File: src/rtl/reg_if_pkg.sv
// Shared types and constants for the switch register-access bus initiator.
package reg_if_pkg;

    localparam int BUS_AW = 8;
    localparam int BUS_DW = 8;

    typedef enum logic [1:0] {
        ST_IDLE   = 2'd0,
        ST_ACCESS = 2'd1,
        ST_RESP   = 2'd2
    } state_e;

    typedef enum logic [1:0] {
        RSP_OK       = 2'b00,
        RSP_TIMEOUT  = 2'b01,
        RSP_BAD_ADDR = 2'b10
    } rsp_err_e;

endpackage

File: src/rtl/reg_timeout_cnt.sv
// Saturating ack-wait counter; expired_o is high once the count sits at TIMEOUT_CYCLES-1.
module reg_timeout_cnt #(
    parameter int TIMEOUT_CYCLES = 16
) (
    input  logic clk_i,
    input  logic rst_ni,
    input  logic clr_i,
    input  logic en_i,
    output logic expired_o
);

    localparam int            CW    = $clog2(TIMEOUT_CYCLES);
    localparam logic [CW-1:0] LIMIT = CW'(TIMEOUT_CYCLES - 1);

    logic [CW-1:0] cnt_q, cnt_d;

    always_comb begin
        cnt_d = cnt_q;
        if (clr_i) begin
            cnt_d = '0;
        end else if (en_i && (cnt_q != LIMIT)) begin
            cnt_d = cnt_q + CW'(1);
        end
    end

    always_ff @(posedge clk_i or negedge rst_ni) begin
        if (!rst_ni) begin
            cnt_q <= '0;
        end else begin
            cnt_q <= cnt_d;
        end
    end

    assign expired_o = (cnt_q == LIMIT);

endmodule

File: src/rtl/reg_cfg_initiator.sv
// Register-bus initiator: one host command -> one guarded bus access -> one response.
module reg_cfg_initiator
    import reg_if_pkg::*;
#(
    parameter int NUM_OF_REG     = 4,
    parameter int TIMEOUT_CYCLES = 16
) (
    input  logic              clk,
    input  logic              rst_n,
    input  logic              cmd_valid,
    output logic              cmd_ready,
    input  logic              cmd_wr,
    input  logic [BUS_AW-1:0] cmd_addr,
    input  logic [BUS_DW-1:0] cmd_wdata,
    output logic              sel_en,
    output logic              wr_rd_s,
    output logic [BUS_AW-1:0] addr,
    output logic [BUS_DW-1:0] wr_data,
    input  logic              ack,
    input  logic [BUS_DW-1:0] rd_data,
    output logic              rsp_valid,
    input  logic              rsp_ready,
    output logic [BUS_DW-1:0] rsp_rdata,
    output logic [1:0]        rsp_err
);

    state_e            state_q, state_d;
    logic              sel_en_q, sel_en_d;
    logic              wr_rd_s_q, wr_rd_s_d;
    logic [BUS_AW-1:0] addr_q, addr_d;
    logic [BUS_DW-1:0] wr_data_q, wr_data_d;
    logic              rsp_valid_q, rsp_valid_d;
    logic [BUS_DW-1:0] rsp_rdata_q, rsp_rdata_d;
    rsp_err_e          rsp_err_q, rsp_err_d;
    logic              cnt_clr, cnt_en, expired;

    reg_timeout_cnt #(
        .TIMEOUT_CYCLES(TIMEOUT_CYCLES)
    ) u_timeout (
        .clk_i    (clk),
        .rst_ni   (rst_n),
        .clr_i    (cnt_clr),
        .en_i     (cnt_en),
        .expired_o(expired)
    );

    // A lingering ack from the previous access must clear before the next one can start.
    assign cmd_ready = (state_q == ST_IDLE) && !ack;

    always_comb begin
        state_d     = state_q;
        sel_en_d    = sel_en_q;
        wr_rd_s_d   = wr_rd_s_q;
        addr_d      = addr_q;
        wr_data_d   = wr_data_q;
        rsp_valid_d = rsp_valid_q;
        rsp_rdata_d = rsp_rdata_q;
        rsp_err_d   = rsp_err_q;
        cnt_clr     = 1'b0;
        cnt_en      = 1'b0;
        unique case (state_q)
            ST_IDLE: begin
                if (cmd_valid && cmd_ready) begin
                    if (cmd_addr < BUS_AW'(NUM_OF_REG)) begin
                        state_d   = ST_ACCESS;
                        sel_en_d  = 1'b1;
                        wr_rd_s_d = cmd_wr;
                        addr_d    = cmd_addr;
                        wr_data_d = cmd_wdata;
                        cnt_clr   = 1'b1;
                    end else begin
                        state_d     = ST_RESP;
                        rsp_valid_d = 1'b1;
                        rsp_err_d   = RSP_BAD_ADDR;
                        rsp_rdata_d = '0;
                    end
                end
            end
            ST_ACCESS: begin
                cnt_en = !ack;
                // ack takes priority over an expiry landing in the same cycle.
                if (ack) begin
                    state_d     = ST_RESP;
                    sel_en_d    = 1'b0;
                    rsp_valid_d = 1'b1;
                    rsp_err_d   = RSP_OK;
                    rsp_rdata_d = wr_rd_s_q ? '0 : rd_data;
                end else if (expired) begin
                    state_d     = ST_RESP;
                    sel_en_d    = 1'b0;
                    rsp_valid_d = 1'b1;
                    rsp_err_d   = RSP_TIMEOUT;
                    rsp_rdata_d = '0;
                end
            end
            ST_RESP: begin
                if (rsp_ready) begin
                    state_d     = ST_IDLE;
                    rsp_valid_d = 1'b0;
                end
            end
            default: begin
                state_d = ST_IDLE;
            end
        endcase
    end

    always_ff @(posedge clk or negedge rst_n) begin
        if (!rst_n) begin
            state_q     <= ST_IDLE;
            sel_en_q    <= 1'b0;
            wr_rd_s_q   <= 1'b0;
            addr_q      <= '0;
            wr_data_q   <= '0;
            rsp_valid_q <= 1'b0;
            rsp_rdata_q <= '0;
            rsp_err_q   <= RSP_OK;
        end else begin
            state_q     <= state_d;
            sel_en_q    <= sel_en_d;
            wr_rd_s_q   <= wr_rd_s_d;
            addr_q      <= addr_d;
            wr_data_q   <= wr_data_d;
            rsp_valid_q <= rsp_valid_d;
            rsp_rdata_q <= rsp_rdata_d;
            rsp_err_q   <= rsp_err_d;
        end
    end

    assign sel_en    = sel_en_q;
    assign wr_rd_s   = wr_rd_s_q;
    assign addr      = addr_q;
    assign wr_data   = wr_data_q;
    assign rsp_valid = rsp_valid_q;
    assign rsp_rdata = rsp_rdata_q;
    assign rsp_err   = rsp_err_q;

endmodule

File: config.mk
export PLATFORM = sky130hd
export DESIGN_NAME = reg_cfg_initiator
export DESIGN_NICKNAME = d
export VERILOG_FILES = /design/src/rtl/reg_if_pkg.sv /design/src/rtl/reg_timeout_cnt.sv /design/src/rtl/reg_cfg_initiator.sv
export SDC_FILE = /design/constraint.sdc
export NUM_CORES = 1
export LEC_CHECK = 0
export ABC_CLOCK_PERIOD_IN_PS = 2500
export BUFFER_PORTS_ARGS = -buffer_cell sky130_fd_sc_hd__buf_2
export CAP_MARGIN = 10
export CELL_PAD_IN_SITES_DETAIL_PLACEMENT = 0
export CELL_PAD_IN_SITES_GLOBAL_PLACEMENT = 1
export CORE_MARGIN = 2
export CORE_UTILIZATION = 30
export CTS_BUF_LIST = sky130_fd_sc_hd__clkbuf_8
export CTS_CLUSTER_DIAMETER = 60
export DETAILED_ROUTE_END_ITERATION = 10
export GPL_TIMING_DRIVEN = 0
export PLACE_DENSITY_LB_ADDON = 0.1
export SYNTH_ARGS = -nofsm -noshare
export SYNTH_HDL_FRONTEND = slang
export SYNTH_SLANG_ARGS = --single-unit
File: constraint.sdc
create_clock -name clk -period 2.5 [get_ports clk]
set_clock_uncertainty 0.1 [all_clocks]
set_input_delay 0.25 -clock clk [delete_from_list [all_inputs] [get_ports clk]]
set_output_delay 0.25 -clock clk [all_outputs]
set_load 0.05 [all_outputs]
==> impl_metrics.env <==
export IMPL_status="complete, no violations"
export IMPL_drc_errors=0
export IMPL_route_met2_wl_um=1630
export IMPL_peakVddDrop_v=0.000361
export IMPL_gp_congestion=0.719
export IMPL_critical_path_class="flip-flop to flip-flop"
export IMPL_startpoint_type="flip-flop"
export IMPL_drv_slew=0
export IMPL_synth_main_ff_cell="dfrtp_1"
export IMPL_synth_enable_flop_cells=0
export IMPL_core_area_um2=5040
export IMPL_drt_total_wl_um=3620
export IMPL_period_share_pct=78.5
export IMPL_synthTopCellsByCount="dfrtp_1 (35), a22oi_1 (8), inv_1 (8), o31ai_1 (8), and2_1 (7)"
export IMPL_grt_pass1_vias=1185
export IMPL_rsz0062_at_grt="false"
export IMPL_fp_dieH_um=75.8
export IMPL_grt_ovfl_total=0
export IMPL_clk_pin_slew_ns=0.08
export IMPL_grt_usage_pct=13.3
export IMPL_worstPathMaxFanout=10
export IMPL_grt_max_degree=36
export IMPL_relSlewSlack_pct=47.9
export IMPL_setup_violations=0
export IMPL_synth_warnings=0
export IMPL_htree_levels=2
export IMPL_ant_nets=0
export IMPL_synth_most_common_cell="dfrtp_1"
export IMPL_routedWlPerCell_um=13.8
export IMPL_cts_tree="done"
export IMPL_syn_area_um2=1550
export IMPL_antenna_found_initial=0
export IMPL_vias=1214
export IMPL_dp_hpwl_um=2600
export IMPL_grt_pass1_wl_um=5600
export IMPL_seq_area_frac_synth_pct=56.7
export IMPL_wl_met1_um=1650
export IMPL_routed_top_layer="met4"
export IMPL_synth_area_leaders="dfrtp_1 (57%), mux2_4 (4.9%), mux2_2 (4.4%), a22oi_1 (3.9%), o31ai_1 (3.9%)"
export IMPL_insertedDiodeCount=0
export IMPL_io_buffers=59
export IMPL_p_leak_uw=0.00106
export IMPL_synth_top_cell_area_share_pct=56.7
export IMPL_cts_root_buf="clkbuf_8"
export IMPL_power_density_nw_per_um2=867
export IMPL_hold_path_class="input pin to flip-flop"
export IMPL_die_w_um=75.8
export IMPL_synthesis_nets=155
export IMPL_drtPass1Iterations=2
export IMPL_met3_length_um=287
export IMPL_cts_buffers=5
export IMPL_boundaryPins=60
export IMPL_cp_end_kind="flip-flop"
export IMPL_syn_inst=124
export IMPL_clk_insertion_delay_late_ns=0.29
export IMPL_cap_violations=0
export IMPL_async_reset_ff_share_pct=100
export IMPL_clockBufferDepth=2
export IMPL_areaGrowthSynthToFinish_pct=33.0
export IMPL_synth_cell_types=40
export IMPL_setup_slack_ns=0.538
export IMPL_start_util_pct=30.6
export IMPL_hold_viol=0
export IMPL_setup_tns_ns=0
export IMPL_post_cts_buffers=0
export IMPL_yosysTopAreaCell="dfrtp_1"
export IMPL_layout_nets=222
export IMPL_cp_data_arrival_time_ns=2.04
export IMPL_cts_sinks=35
export IMPL_avgSynthCellArea_um2=12.5
export IMPL_viasPerCell=4.63
export IMPL_fmax_mhz=510
export IMPL_period_minus_slack_ns=1.96
export IMPL_ys_ff_latch=35
export IMPL_required_ns=2.58
export IMPL_design_die_area_um2=5740
export IMPL_pre_cts_slack_ns=0.551
export IMPL_drtIter0Drc=46
export IMPL_rows=26
export IMPL_worst_pin_slew_ns=0.782
export IMPL_drive_gt1_share_pct=45.3
cells by family after synthesis:
| family | Yosys count | share of synthesized area [%] |
|---|---|---|
| compound gates | 35 | 16.0 |
| fa+ha+maj | 1 | 0.810 |
| buf+inv | 14 | 4.94 |
| flops | 35 | 56.7 |
| mux | 11 | 9.23 |
| simple gates | 28 | 12.4 |
state kept, by name, summed over array words and instances (netlist names):
| register | count |
|---|---|
| addr | 8 |
| rsp_rdata | 8 |
| wr_data | 8 |
| u_timeout.cnt_q | 4 |
| rsp_err | 2 |
| state_q | 2 |
| rsp_valid | 1 |
| sel_en | 1 |
| wr_rd_s | 1 |
placed cells by master (no fill, tap or decap), drive strengths merged, types with 2 or more instances in the layout:
cell type,netlist,layout
nor3b,2,2
clkbuf,2,7
o31ai,8,8
a21oi,5,5
o21ai,5,5
inv,9,10
dfrtp,35,35
nor3,2,2
or3,2,2
or3b,2,2
and2,7,7
a22oi,8,8
nand2,3,3
buf,3,62
mux2,11,11
layout make-up:
class | instances | area, um2
buffer | 5 | 42.5
clock buffer | 5 | 68.8
clock inverter | 3 | 47.5
fill | 514 | 2990
inverter | 9 | 33.8
multi-input combinational | 75 | 593
sequential | 35 | 876
tap | 70 | 87.6
timing repair buffer | 60 | 305
worst paths after layout:
| check | start | endpoint | slack (ns) | cells past startpoint |
|---|---|---|---|---|
| setup / recovery | state_q[0] | addr[1] | 0.54 | 6 |
| hold / removal | rd_data[3] | rsp_rdata[3] | 0.08 | 3 |
| setup reg to reg | state_q[0] | addr[1] | 0.54 | 6 |
| hold reg to reg | addr[2] | addr[2] | 0.39 | 1 |
| max in group asynchronous | rst_n | wr_data[1] | 1.32 | 2 |
| min in group asynchronous | rst_n | u_timeout.cnt_q[3] | 0.47 | 2 |
metrics by stage:
step	area, um2	total power (uW)	std cells	hold WS (ns)	utilization [%]
3_5_place_dp	1930	1270	253	0.282	38.2
3_3_place_gp	1930	1260	253	0.271	38.2
2_1_floorplan	1550	1120	124	-0.146	-
5_1_grt	2050	1880	262	0.0716	40.7
6_report	2050	1780	262	0.0835	40.7
4_1_cts	2050	1810	262	0.0742	40.7
report_power, final:
part / leakage, uW / total (uW) / internal (uW) / switching, uW
logic: 0.000531 / 546 / 145 / 401
clock network: 0.0000587 / 526 / 302 / 224
registers: 0.000467 / 709 / 649 / 60.1
total: 0.00106 / 1780 / 1100 / 685
routing by layer:
metal	vias up	global-route usage (%)
met4	0	5.26
met3	5	5.82
met2	41	19.3
li1	589	-
met5	-	0
met1	579	17.3
what timing repair did:
item | CTS | global route
hold buffers | 1 | 0
endpoints found under the hold margin | 35 | 0
resized for setup | 0 | 0
worst max-delay path: stages, from the launching register on:
cell and delay, ns:
dfrtp_1 0.47, or3_4 0.43, inv_2 0.07, and4_1 0.19, buf_6 0.14, buf_12 0.14
mux2_4 0.30
Power figures use the tool's default switching activity.
